`config.mk`:
```
export PLATFORM = sky130hd
export DESIGN_NAME = seq_pattern_det
export DESIGN_NICKNAME = d
export VERILOG_FILES = /design/src/rtl/seq_pattern_det.sv
export SDC_FILE = /design/constraint.sdc
export NUM_CORES = 1
export LEC_CHECK = 0
export ABC_AREA = 0
export BUFFER_PORTS_ARGS = -buffer_cell sky130_fd_sc_hd__buf_4
export CAP_MARGIN = 10
export CORE_MARGIN = 5
export CORE_UTILIZATION = 50
export CTS_BUF_LIST = sky130_fd_sc_hd__clkbuf_4
export CTS_CLUSTER_DIAMETER = 40
export DETAILED_ROUTE_END_ITERATION = 16
export GPL_TIMING_DRIVEN = 0
export PLACE_DENSITY_LB_ADDON = 0.2
export SLEW_MARGIN = 5
export SYNTH_ARGS = -nofsm -noshare
export SYNTH_HDL_FRONTEND = slang
export SYNTH_SLANG_ARGS = --single-unit
```
`constraint.sdc`:
```
create_clock -name clk -period 2.69 [get_ports clk]
set_clock_uncertainty 0.05 [all_clocks]
set_input_delay 0.4035 -clock clk [delete_from_list [all_inputs] [get_ports clk]]
set_output_delay 0.4035 -clock clk [all_outputs]
set_load 0.02 [all_outputs]
```
`src/rtl/seq_pattern_det.sv`:
```
// Programmable serial bit-pattern detector with runtime-loadable pattern/length, overlap control and saturating match counter.
// Optional macro PATTERN_MASK_EN adds a cfg_mask port that marks don't-care bit positions in the compare.
module seq_pattern_det #(
  parameter int                 PAT_W       = 8,
  parameter int                 LEN_W       = 4,
  parameter int                 CNT_W       = 16,
  parameter logic [PAT_W-1:0]   DEF_PATTERN = PAT_W'(8'b0011_0101),
  parameter logic [LEN_W-1:0]   DEF_LEN     = LEN_W'(6),
  parameter logic               DEF_OVERLAP = 1'b1
) (
  input  logic               clk,
  input  logic               rst,
  input  logic               in_valid,
  input  logic               in_bit,
  input  logic               cfg_load,
  input  logic [PAT_W-1:0]   cfg_pattern,
  input  logic [LEN_W-1:0]   cfg_len,
`ifdef PATTERN_MASK_EN
  input  logic [PAT_W-1:0]   cfg_mask,
`endif
  input  logic               cfg_overlap,
  output logic               match,
  output logic [CNT_W-1:0]   match_cnt,
  output logic               armed
);

  typedef enum logic {FILL, ARMED} state_t;

  localparam logic [LEN_W-1:0] MAX_LEN = LEN_W'(PAT_W);

  state_t            state;
  logic [PAT_W-1:0]  pattern_q;
  logic [LEN_W-1:0]  len_q;
  logic              overlap_q;
  logic [PAT_W-1:0]  mask_q;
  logic [LEN_W-1:0]  fill;

  // The oldest bit of a PAT_W-deep history never reaches the compare window, so only PAT_W-1 bits are kept.
  logic [PAT_W-2:0]  history;

  logic [PAT_W-1:0]  window;
  logic [PAT_W-1:0]  len_mask;
  logic [LEN_W:0]    fill_inc;
  logic [LEN_W-1:0]  fill_next;
  logic              reached;
  logic              hit;
  logic              do_match;

  function automatic logic [LEN_W-1:0] clamp_len(input logic [LEN_W-1:0] l);
    if (l == '0)
      return LEN_W'(1);
    else if (l > MAX_LEN)
      return MAX_LEN;
    else
      return l;
  endfunction

  always_comb begin
    window   = {history, in_bit};
    fill_inc = {1'b0, fill} + 1'b1;
    reached  = (fill_inc >= {1'b0, len_q});
    if (fill_inc > {1'b0, MAX_LEN})
      fill_next = MAX_LEN;
    else
      fill_next = fill_inc[LEN_W-1:0];
    len_mask = '0;
    for (int i = 0; i < PAT_W; i++)
      len_mask[i] = ((LEN_W+1)'(i) < {1'b0, len_q});
    hit      = (((window ^ pattern_q) & len_mask & mask_q) == '0);
    do_match = in_valid && !cfg_load && reached && hit;
  end

`ifdef PATTERN_MASK_EN
  always_ff @(posedge clk) begin
    if (rst)
      mask_q <= '1;
    else if (cfg_load)
      mask_q <= cfg_mask;
  end
`else
  assign mask_q = '1;
`endif

  assign armed = (state == ARMED);

  // A non-overlapping match restarts the fill, so the next occurrence must be built from fresh bits.
  always_ff @(posedge clk) begin
    if (rst) begin
      pattern_q <= DEF_PATTERN;
      len_q     <= clamp_len(DEF_LEN);
      overlap_q <= DEF_OVERLAP;
      history   <= '0;
      fill      <= '0;
      state     <= FILL;
      match     <= 1'b0;
      match_cnt <= '0;
    end else begin
      match <= 1'b0;
      if (cfg_load) begin
        pattern_q <= cfg_pattern;
        len_q     <= clamp_len(cfg_len);
        overlap_q <= cfg_overlap;
        history   <= '0;
        fill      <= '0;
        state     <= FILL;
      end else if (in_valid) begin
        if (do_match) begin
          match <= 1'b1;
          if (match_cnt != '1)
            match_cnt <= match_cnt + 1'b1;
        end
        if (do_match && !overlap_q) begin
          history <= '0;
          fill    <= '0;
          state   <= FILL;
        end else begin
          history <= window[PAT_W-2:0];
          fill    <= fill_next;
          state   <= reached ? ARMED : FILL;
        end
      end
    end
  end

endmodule

```
Yosys cells after proc, flatten, opt, wreduce, memory -nomap -nowiden
Index checks and enable logic that the tools add are counted.
{ "word_totals": {"out_inout_bits": 18, "inputBits": 18, "ff_bits": 42} }
{ "classes": {"muxes": 8, "n_bitwise": 4, "eq_ne": 1, "reduce_logical": 11, "magnitude_cmp": 11, "addsub": 2} }
{ "op_table": {"columns": ["cell", "count"], "rows": [
  ["$add A16 B1 Y16 const B", 1],
  ["$lt A3 B4 Y1 const A", 4],
  ["$mux W4", 4],
  ["$ne A16 B16 Y1 const B", 1],
  ["$and A8 B8 Y8", 1],
  ["$logic_not A8 Y1", 1],
  ["$lt A1 B4 Y1 const A", 2],
  ["$lt A2 B4 Y1 const A", 2],
  ["$xor A8 B8 Y8", 1],
  ["$mux W7", 1],
  ["$add A4 B1 Y5 const B", 1],
  ["$ge A5 B4 Y1", 1],
  ["$gt A5 B4 Y1 const B", 1],
  ["$gt A4 B4 Y1 const B", 1],
  ["$logic_and A1 B1 Y1", 4],
  ["$logic_not A4 Y1", 1],
  ["$reduce_and A4 Y1", 1],
  ["$mux W1", 3],
  ["$reduce_or A3 Y1", 1],
  ["$logic_not A1 Y1", 2],
  ["$not A1 Y1", 2],
  ["$reduce_or A2 Y1", 1]
]} }

Logic depth before layout (Yosys ltp)
Gate-level depths: netlist of run 1.
{ "depth": {"ltp_word": 6, "mapped_depth": 11, "depth_no_buf": 9} }

Worst setup path after synthesis of run 1
No wires, ideal clock.
{ "synth_path": {"path_kind": "register to register", "from": "reg fill[2]", "to": "reg match_cnt[5]", "slack_ns": -0.083, "t_arrival_ns": 2.602, "synth_period_minus_slack_ns": 2.773, "setup_ns": 0.121, "path_stages_with_launch": 11, "path_cell_list": "dfxtp_1 -> nand3_1 -> xor2_1 -> inv_1 -> ha_1 -> o21ai_0 -> o21a_1 -> or4_4 -> buf_6 -> nor4b_1 -> mux2_2"} }
{ "synth_between": {"elab_chain_cells": 5} }
{ "synth_rtl": {"columns": ["item", "line", "rtl"], "rows": [
  ["from (decl)", "36", "logic [LEN_W-1:0] fill;"],
  ["from (signal assigned)", "118", "fill <= fill_next;"],
  ["$add A4 B1 Y5", "60", "fill_inc = {1'b0, fill} + 1'b1;"],
  ["$ge A5 B4 Y1", "61", "reached = (fill_inc >= {1'b0, len_q});"],
  ["$logic_and A1 B1 Y1 (2 in a row)", "70", "do_match = in_valid && !cfg_load && reached && hit;"],
  ["$reduce_and A4 Y1 (no line)", null, null],
  ["to (signal assigned)", "110", "match_cnt <= match_cnt + 1'b1;"],
  ["to (decl)", "23", "output logic [CNT_W-1:0] match_cnt,"]
]} }
No other way between the ends.
A chain may end at the register's enable or synchronous reset.

Final worst setup path of run 1
{ "layout_path": {"from": "reg fill[1]", "to": "reg match_cnt[5]"} }
The elaborated chain is that of the path after synthesis.

==> flow_metrics.py, run 1 <==
metrics = {
    "status": {
        "status": "complete, but fails checks",
        "violations": "negative setup slack",
    },
    "logic_synthesis": {
        "ys_ff_latch": 42,
        "synth_top_area_share_pct": 41.1,
        "syn_area_mm2": 0.00205,
        "synth_enable_flop_cells": 0,
        "yosys-top-cells-area": "dfxtp_1 41%, a21oi_1 4.4%, ha_1 4.3%, o21ai_0 3.7%, a22o_1 3.4%",
        "synth_nets": 255,
        "ys_warn_count": 0,
        "synth_most_common_cell": "dfxtp_1",
        "synthArstFlopShare_pct": 0,
        "synth_ff_type": "dfxtp_1",
        "synthTopCellsByCount": "42 x dfxtp_1, 18 x a21oi_1, 18 x nor2_1",
        "yosysTopAreaCell": "dfxtp_1",
        "syn_avg_cell_area_um2": 8.90,
        "synth_cells": 230,
        "synthDistinctLibCells": 38,
        "synth_seq_area_share_pct": 41.1,
    },
    "clock_tree": {
        "clk_pin_slew_worst_paths_ns": 0.12,
        "htree_levels": 2,
        "clock_sinks": 42,
        "cts_made_buffers": 5,
        "cts_tree": "built",
        "cts_root_buf": "clkbuf_4",
        "clk_latency_ns": 0.36,
        "cts_buffer_depth": 2,
    },
    "hold_path": {
        "hp-start": "cfg_pattern[2]",
        "hold_depth": 2,
        "min_to": "pattern_q[2]",
        "hp-class": "in -> reg",
    },
    "floorplanning": {
        "io_pins": 36,
        "die-width_um": 74.0,
        "core_mm2": 0.00397,
        "die_h_um": 74.0,
        "die-area_mm2": 0.00547,
        "num_rows": 23,
        "initial_core_util_pct": 51.5,
    },
    "placement": {
        "place.gp.congestion": 0.820,
        "hpwlAfterDp_mm": 3.29,
        "io_buffers": 35,
        "place_ws_ns": -0.292,
    },
    "setup_path": {
        "r2r-start": "fill[1]",
        "cp-start-kind": "flip-flop",
        "critPathKind": "reg -> reg",
        "endpoint_kind": "flip-flop",
        "reg2reg_setup_slack_ns": -0.11,
        "rr_worst_depth": 9,
        "worstPathRequired_ns": 2.91,
        "path_max_fanout": 5,
        "arrival_ns": 3.01,
        "timing.rr.end": "match_cnt[5]",
    },
    "layout": {
        "final_nets": 309,
        "antenna_cells": 0,
        "finish.utilization_pct": 68.9,
        "area_growth_pct": 33.7,
        "layout-drive-gt1-share_pct": 31.6,
    },
    "sta": {
        "fmaxAchievable_ghz": 0.357,
        "tightest_slew_ns": 0.846,
        "maxSlewViolCount": 0,
        "min_period_over_period_pct": 104,
        "finalSetupViolations": 12,
        "relSlewSlack_pct": 43.5,
        "hold_viol_final": 0,
        "fin_ws_ns": -0.107,
        "fin_crit_ns": 2.80,
        "grt_setup_unrepaired": "true",
    },
    "routing": {
        "drt-initial-drc-count": 142,
        "wl_per_cell_um": 15.2,
        "drt_pass1_iterations": 4,
        "drc": 0,
        "ant_nets": 0,
        "vias_per_cell": 5.72,
        "vias": 1917,
        "totalWireLength_mm": 5.08,
    },
    "job": {
        "maxCapViolations": 0,
    },
    "pwr": {
        "powerDensity_mw_per_mm2": 427,
        "ir_drop_mv": 0.310,
        "p_leak_nw": 1.10,
    },
    "global_routing": {
        "grt_max_degree": 14,
        "antenna_found_initial": 0,
        "grt_pass1_vias": 1817,
        "grt-ovfl-total": 0,
        "grt_first_pass_wirelength_mm": 8.43,
        "grt_usage_pct": 20.0,
    },
}
what timing repair did:
action	4_1_cts	5_1_grt
resized for setup	32	15
hold buffers	0	0
setup buffers	7	5
pin swaps	14	12
endpoints found under the setup margin	28	28
gates cloned	1	1
state kept, by name, indices dropped and copies added (netlist names):
register   flops
history        7
fill           4
match_cnt     16
match          1
pattern_q      8
armed          1
overlap_q      1
len_q          4
final cells by class:
class / instances / area, um^2
multi-input cells: 171 / 1270
flip-flops and latches: 42 / 862
clock buffers: 5 / 37.5
fillers: 338 / 1230
inverters: 6 / 22.5
repair buffers: 48 / 388
clock inverters: 3 / 40.0
well taps: 50 / 62.6
plain buffers: 10 / 56.3
metal layers:
layer / track usage [%] / vias up / share of wire, %
li1: - / 945 / -
met1: 26.9 / 911 / 47
met2: 30.5 / 54 / 46
met3: 5.54 / 7 / 5.3
met4: 7.65 / 0 / 1.7
met5: 0 / - / 0
power breakdown:
group          internal (mW)  switching [mW]  leakage, nW  total [mW]
combinational         0.0581          0.0565        0.715       0.115
clock                  0.193           0.210       0.0450       0.403
sequential             0.634          0.0161        0.345       0.650
logic make-up after synthesis:
logic type                 count (synthesis)  share of synthesized area [%]
adders and majority gates                  7                           4.28
xor gates and xnor gates                  10                           4.28
AOI/OAI and AO/OA                         61                           19.4
DFF                                       42                           41.1
buffers and inverters                     18                           4.03
and+or+nand+nor                           82                           21.8
muxes                                     10                           5.13
critical path, cell delays in order (launching register included):
cell and delay [ns]:
dfxtp_4 0.39, ha_4 0.18, xor2_2 0.15, ha_1 0.28, o21ai_1 0.07, o21a_1 0.21, or4_4 0.59, buf_8 0.16
nor4b_4 0.29, mux2_4 0.32
stage by stage:
step,cells,setup TNS (ns),power [mW],hold slack [ns],area [um^2]
6_report,335,-0.560,1.17,0.192,2740
2_1_floorplan,230,0,0.728,0.412,2060
3_5_place_dp,315,-4.93,0.769,0.411,2380
5_1_grt,335,-2.23,1.22,0.174,2740
4_1_cts,329,-0.314,1.17,0.186,2630
3_3_place_gp,315,-3.45,0.767,0.394,2380
cells in the final DEF, fill, tap and decap left out, types with 6 or more instances in the layout:
cell | netlist | final
nor2b_1 | 9 | 9
buf_4 | 0 | 45
o21ai_0 | 15 | 11
dfxtp_1 | 42 | 35
a22o_1 | 8 | 8
nand2_1 | 14 | 14
nor2_1 | 18 | 17
ha_1 | 7 | 6
a21oi_1 | 18 | 16
inv_1 | 6 | 6
xnor2_1 | 8 | 8
clkbuf_4 | 0 | 7
mux2i_1 | 6 | 6
nand3_1 | 9 | 8
or3_1 | 7 | 7
worst max-delay path by stage:
stage             start           end  slack (ns)  cells after the start
6_report        fill[1]  match_cnt[5]       -0.11                      9
4_1_cts        len_q[2]  match_cnt[5]       -0.08                      7
3_5_place_dp    fill[1]       fill[2]       -0.29                     11
5_1_grt         fill[1]  match_cnt[5]       -0.18                      9
3_3_place_gp    fill[1]       fill[2]       -0.24                     11
2_1_floorplan   fill[0]  match_cnt[5]        0.01                      9
(Power assumes the default switching activity.)
==> inputs of run 2 (changes only) <==
--- a/config.mk
+++ b/config.mk
@@ -6,7 +6,7 @@
 export NUM_CORES = 1
 export LEC_CHECK = 0
 export ABC_AREA = 0
-export BUFFER_PORTS_ARGS = -buffer_cell sky130_fd_sc_hd__buf_4
+export BUFFER_PORTS_ARGS = -buffer_cell sky130_fd_sc_hd__buf_2
 export CAP_MARGIN = 10
 export CORE_MARGIN = 5
 export CORE_UTILIZATION = 50
@@ -15,6 +15,7 @@
 export DETAILED_ROUTE_END_ITERATION = 16
 export GPL_TIMING_DRIVEN = 0
 export PLACE_DENSITY_LB_ADDON = 0.2
+export SETUP_SLACK_MARGIN = 0.4
 export SLEW_MARGIN = 5
 export SYNTH_ARGS = -nofsm -noshare
 export SYNTH_HDL_FRONTEND = slang
==> run 2 against run 1 <==
Net effect: the flow now finishes without violations; cell count fell by 0.90%; maximum frequency rose by 5.4%; power rose by 0.62%; die area did not move; wire length rose by 1.6%; via count fell by 1.5%; largest power group unchanged; highest routed layer unchanged.
==> flow_metrics.py, run 2 (synthesized netlist as in run 1, its figures left out) <==
metrics = {
    "layout": {
        "layout-drive-gt1-share_pct": 31.9,
        "finish.utilization_pct": 66.4,
        "largest_reg_flops": 16,
        "layout.cells.non_filler": 332,
        "final_area_mm2": 0.00264,
        "largestRegisters": "match_cnt x16, pattern_q x8, history x7",
        "antenna_cells": 0,
        "final_nets": 306,
        "area_growth_pct": 28.9,
        "layout_common_cells": "36 x dfxtp_1, 35 x buf_2, 17 x nor2_1",
        "top_register": "match_cnt",
        "final_common_cell": "dfxtp_1",
    },
    "global_routing": {
        "grt_max_degree": 15,
        "grt_pass1_vias": 1774,
        "grt_first_pass_wirelength_mm": 8.40,
        "grt_usage_pct": 19.9,
        "grt-ovfl-total": 0,
        "antenna_found_initial": 0,
    },
    "floorplanning": {
        "core_mm2": 0.00397,
        "die-area_mm2": 0.00547,
        "initial_core_util_pct": 51.5,
        "die-width_um": 74.0,
        "io_pins": 36,
        "die_h_um": 74.0,
        "num_rows": 23,
    },
    "placement": {
        "post_dp_cell_area_mm2": 0.00234,
        "hpwlAfterDp_mm": 3.47,
        "placedCellCount": 315,
        "place.gp.congestion": 0.831,
        "io_buffers": 35,
        "place_ws_ns": -0.0456,
    },
    "sta": {
        "fin_ws_ns": 0.0358,
        "grt_setup_unrepaired": "true",
        "finalSetupViolations": 0,
        "hold_viol_final": 0,
        "tightest_slew_ns": 0.587,
        "relSlewSlack_pct": 60.9,
        "maxSlewViolCount": 0,
        "min_period_over_period_pct": 98.7,
        "fin_crit_ns": 2.65,
        "fmaxAchievable_ghz": 0.377,
    },
    "hold_path": {
        "hp-class": "in -> reg",
    },
    "pwr": {
        "powerDensity_mw_per_mm2": 445,
        "p_leak_nw": 1.06,
        "ir_drop_mv": 0.291,
    },
    "setup_path": {
        "endpoint_kind": "flip-flop",
        "timing.rr.end": "match_cnt[14]",
        "crit_path_end": "match_cnt[14]",
        "path_max_fanout": 10,
        "cp-start-kind": "flip-flop",
        "arrival_ns": 2.89,
        "rr_worst_depth": 7,
        "worstPathRequired_ns": 2.93,
        "worstSetupStartpoint": "len_q[3]",
        "reg2reg_setup_slack_ns": 0.04,
        "r2r-start": "len_q[3]",
        "critPathKind": "reg -> reg",
    },
    "routing": {
        "wl_met2_mm": 2.36,
        "wl_met3_um": 252,
        "dr.max_layer_used": "met4",
        "drc": 0,
        "vias_per_cell": 5.69,
        "totalWireLength_mm": 5.16,
        "wl_met1_mm": 2.40,
        "vias": 1889,
        "ant_nets": 0,
        "drt_pass1_iterations": 4,
        "drt-initial-drc-count": 171,
        "wl_per_cell_um": 15.6,
    },
    "clock_tree": {
        "clock_sinks": 42,
        "htree_levels": 2,
        "cts_root_buf": "clkbuf_4",
        "clk_latency_ns": 0.37,
        "cts_tree": "built",
        "cts_hold_buf": 0,
        "cts_made_buffers": 5,
        "clk_pin_slew_worst_paths_ns": 0.13,
        "cts_buffer_depth": 2,
    },
    "status": {
        "status": "completed",
    },
    "job": {
        "maxCapViolations": 0,
    },
}
==> run 2: repair_timing <==
item / 4_1_cts / 5_1_grt
pin swaps: 1 / 9
resized for setup: 18 / 24
setup endpoints to repair: 29 / 29
setup buffers: 5 / 3
cloned: 1 / 0
==> run 2: critical path, stage by stage (launching register included) <==
cell,delay [ns]
dfxtp_4,0.39
nor4_4,0.27
o22ai_1,0.11
or4_1,0.39
or4_4,0.57
clkbuf_4,0.21
or3_1,0.38
a21oi_1,0.21
==> run 2: how the worst min path moves through the flow <==
stage | start | to | depth (start not counted)
floorplan | history[6] | history[6] | 1
global placement | armed | armed | 2
detailed placement | armed | armed | 2
CTS | cfg_pattern[0] | pattern_q[0] | 2
global route | cfg_pattern[5] | pattern_q[5] | 2
finish | cfg_pattern[0] | pattern_q[0] | 2
==> run 2: stage by stage <==
stage	hold WS, ns	setup TNS (ns)	total power [mW]
detailed placement	0.408	-0.241	0.765
global placement	0.390	-0.149	0.763
CTS	0.171	0	1.18
finish	0.184	0	1.17
floorplan	0.422	0	0.730
global route	0.159	-0.143	1.24
==> run 2: metal layers <==
layer / global-route usage (%) / vias up
met1: 27.0 / 886
met5: 0 / -
met3: 4.32 / 17
li1: - / 931
met4: 6.64 / 0
met2: 31.3 / 55
==> run 2: area by class of cell <==
cell class	instances	area, um^2
Buffer	12	86.3
Clock buffer	5	37.5
Clock inverter	3	45.0
Fill cell	332	1330
Inverter	6	22.5
Multi-Input combinational cell	170	1280
Sequential cell	42	858
Tap cell	50	62.6
Timing Repair Buffer	44	250
==> run 2: where the power goes <==
part           internal [mW]  switching, mW
combinational         0.0513         0.0558
sequential             0.635         0.0166
clock                  0.195          0.222
total                  0.881          0.294
==> inputs of run 3 (changes only) <==
--- a/config.mk
+++ b/config.mk
@@ -9,12 +9,14 @@
 export BUFFER_PORTS_ARGS = -buffer_cell sky130_fd_sc_hd__buf_2
 export CAP_MARGIN = 10
 export CORE_MARGIN = 5
-export CORE_UTILIZATION = 50
+export CORE_UTILIZATION = 35
 export CTS_BUF_LIST = sky130_fd_sc_hd__clkbuf_4
 export CTS_CLUSTER_DIAMETER = 40
 export DETAILED_ROUTE_END_ITERATION = 16
+export GPL_ROUTABILITY_DRIVEN = 1
 export GPL_TIMING_DRIVEN = 0
 export PLACE_DENSITY_LB_ADDON = 0.2
+export RECOVER_POWER = 50
 export SETUP_SLACK_MARGIN = 0.4
 export SLEW_MARGIN = 5
 export SYNTH_ARGS = -nofsm -noshare
==> run 3 against run 2 <==
Net effect: sequential power about the same; first-iteration DRC count down 47%; global-route usage down 6.4 points; critical path depth unchanged; clock power up 2%; cell count up 5.4%; highest routed layer unchanged; maximum frequency down 0.27%; wire length down 5.8%; non-clock buffer count down 4; worst setup slack worse by 0.0072 ns; register-to-register slack about the same; core utilization down 21 points; largest cell class unchanged.
==> flow_metrics.py, run 3 (synthesized netlist as in run 1, its figures left out) <==
metrics = {
    "sta": {
        "relSlewSlack_pct": 59.4,
        "whs_ns": 0.180,
        "hold_viol_final": 0,
        "grt_setup_unrepaired": "true",
        "min_period_over_period_pct": 98.9,
        "tightest_slew_ns": 0.609,
        "fmaxAchievable_ghz": 0.376,
        "finalSetupViolations": 0,
        "fin_crit_ns": 2.66,
        "fin_ws_ns": 0.0286,
        "maxSlewViolCount": 0,
    },
    "routing": {
        "vias_per_cell": 5.13,
        "drt-initial-drc-count": 91,
        "totalWireLength_mm": 4.87,
        "drc": 0,
        "ant_nets": 0,
        "drt_pass1_iterations": 4,
        "vias": 1797,
        "wl_per_cell_um": 13.9,
    },
    "job": {
        "maxCapViolations": 0,
    },
    "clock_tree": {
        "cts_tree": "built",
        "clk_pin_slew_worst_paths_ns": 0.14,
        "htree_levels": 2,
        "cts_made_buffers": 5,
        "clk_latency_ns": 0.36,
        "cts_root_buf": "clkbuf_4",
        "clock_sinks": 42,
        "cts_hold_buf": 0,
        "cts_buffer_depth": 2,
    },
    "setup_path": {
        "cp-start-kind": "flip-flop",
        "cp_slowest_cell": "or4_4",
        "arrival_ns": 2.91,
        "endpoint_kind": "flip-flop",
        "path_max_fanout": 10,
        "critPathKind": "reg -> reg",
        "crit_path_cell_trace": "o21ai_0 > a21oi_1 > or4_1 > or4_4 > buf_6 > or4_4 > a22oi_2",
        "slowest_delay_ns": 0.55,
        "cpMostUsedCell": "or4_4",
        "worstPathRequired_ns": 2.94,
    },
    "pwr": {
        "finalPower_mw": 1.18,
        "switching_share_pct": 25.4,
        "p_leak_nw": 0.964,
        "pwr-share-comb_pct": 8.7,
        "p_int_mw": 0.880,
        "clkPwrFrac_pct": 36.1,
        "seqPwrFrac_pct": 55.2,
        "ir_drop_mv": 0.226,
        "powerDensity_mw_per_mm2": 464,
        "p_sw_mw": 0.299,
    },
    "floorplanning": {
        "io_pins": 36,
        "initial_core_util_pct": 36.5,
        "die-width_um": 86.5,
        "die_h_um": 86.5,
        "die-area_mm2": 0.00748,
        "num_rows": 27,
        "core_mm2": 0.00561,
    },
    "global_routing": {
        "grt_first_pass_wirelength_mm": 8.00,
        "grt-ovfl-total": 0,
        "grt_max_degree": 15,
        "grt_usage_pct": 13.5,
        "antenna_found_initial": 0,
        "grt_pass1_vias": 1656,
    },
    "placement": {
        "hpwlAfterDp_mm": 3.56,
        "place.gp.congestion": 0.786,
        "io_buffers": 35,
        "place_ws_ns": -0.0437,
    },
    "hold_path": {
        "hp-class": "in -> reg",
    },
    "layout": {
        "layout-drive-gt1-share_pct": 24.5,
        "antenna_cells": 0,
        "area_growth_pct": 24.1,
        "ff_latch_area_um2": 856,
        "layout_common_cells": "36 x dfxtp_1, 21 x buf_2, 19 x clkbuf_1",
        "final_common_cell": "dfxtp_1",
        "top_register": "match_cnt",
        "multiInputGateArea_mm2": 0.00121,
        "fillers": 594,
        "largest_reg_flops": 16,
        "final_nets": 302,
        "largestRegisters": "match_cnt x16, pattern_q x8, history x7",
    },
    "status": {
        "status": "completed",
    },
}
==> run 3: per-stage QoR <==
step	util, %	setup TNS, ns	instance area, um^2	cells
floorplan	-	0	2100	230
global placement	42.2	-0.165	2360	337
detailed placement	42.2	-0.133	2360	337
finish	45.3	0	2540	350
CTS	44.1	0	2470	347
global route	45.3	-0.344	2540	350
==> run 3: worst paths after layout <==
check	from	to	slack, ns	cells after the start
worst max-delay path	len_q[0]	match_cnt[6]	0.03	7
worst min register to register	armed	armed	0.42	2
worst min-delay path	cfg_pattern[4]	pattern_q[4]	0.18	2
worst max register to register	len_q[0]	match_cnt[6]	0.03	7
==> run 3: power groups by stage <==
stage          Clock [mW]  Sequential, mW  Combinational, mW
6_report            0.426           0.651              0.103
5_1_grt             0.460           0.654              0.116
4_1_cts             0.437           0.651              0.102
2_1_floorplan           0           0.662             0.0679
3_5_place_dp            0           0.665             0.0999
3_3_place_gp            0           0.665             0.0993
==> run 3: layer usage <==
metal	vias up	global-route usage, %	routed length [um]
li1	924	-	-
met1	837	18.3	2450
met2	30	20.9	2180
met3	6	3.04	155
met4	0	5.10	81
met5	-	0	0
==> run 3: area by class of cell <==
class	instances	share of cell area, %
plain buffers	12	3.20
clock buffers	5	1.48
clock inverters	3	1.72
inverters	6	0.887
multi-input cells	170	47.8
flip-flops and latches	42	33.7
well taps	72	3.55
repair buffers	40	7.68
==> run 3: worst max-delay path, delay by kind of cell (launching register included) <==
kind	cells	cell delay, ns
AOI/OAI and AO/OA	3	0.40
DFF	1	0.40
buffers and inverters	1	0.17
and+or+nand+nor	3	1.58
==> run 3: repair_timing <==
action,in CTS,in global routing
setup buffers,2,3
setup endpoints to repair,29,29
resized for setup,8,18
pin swaps,0,8
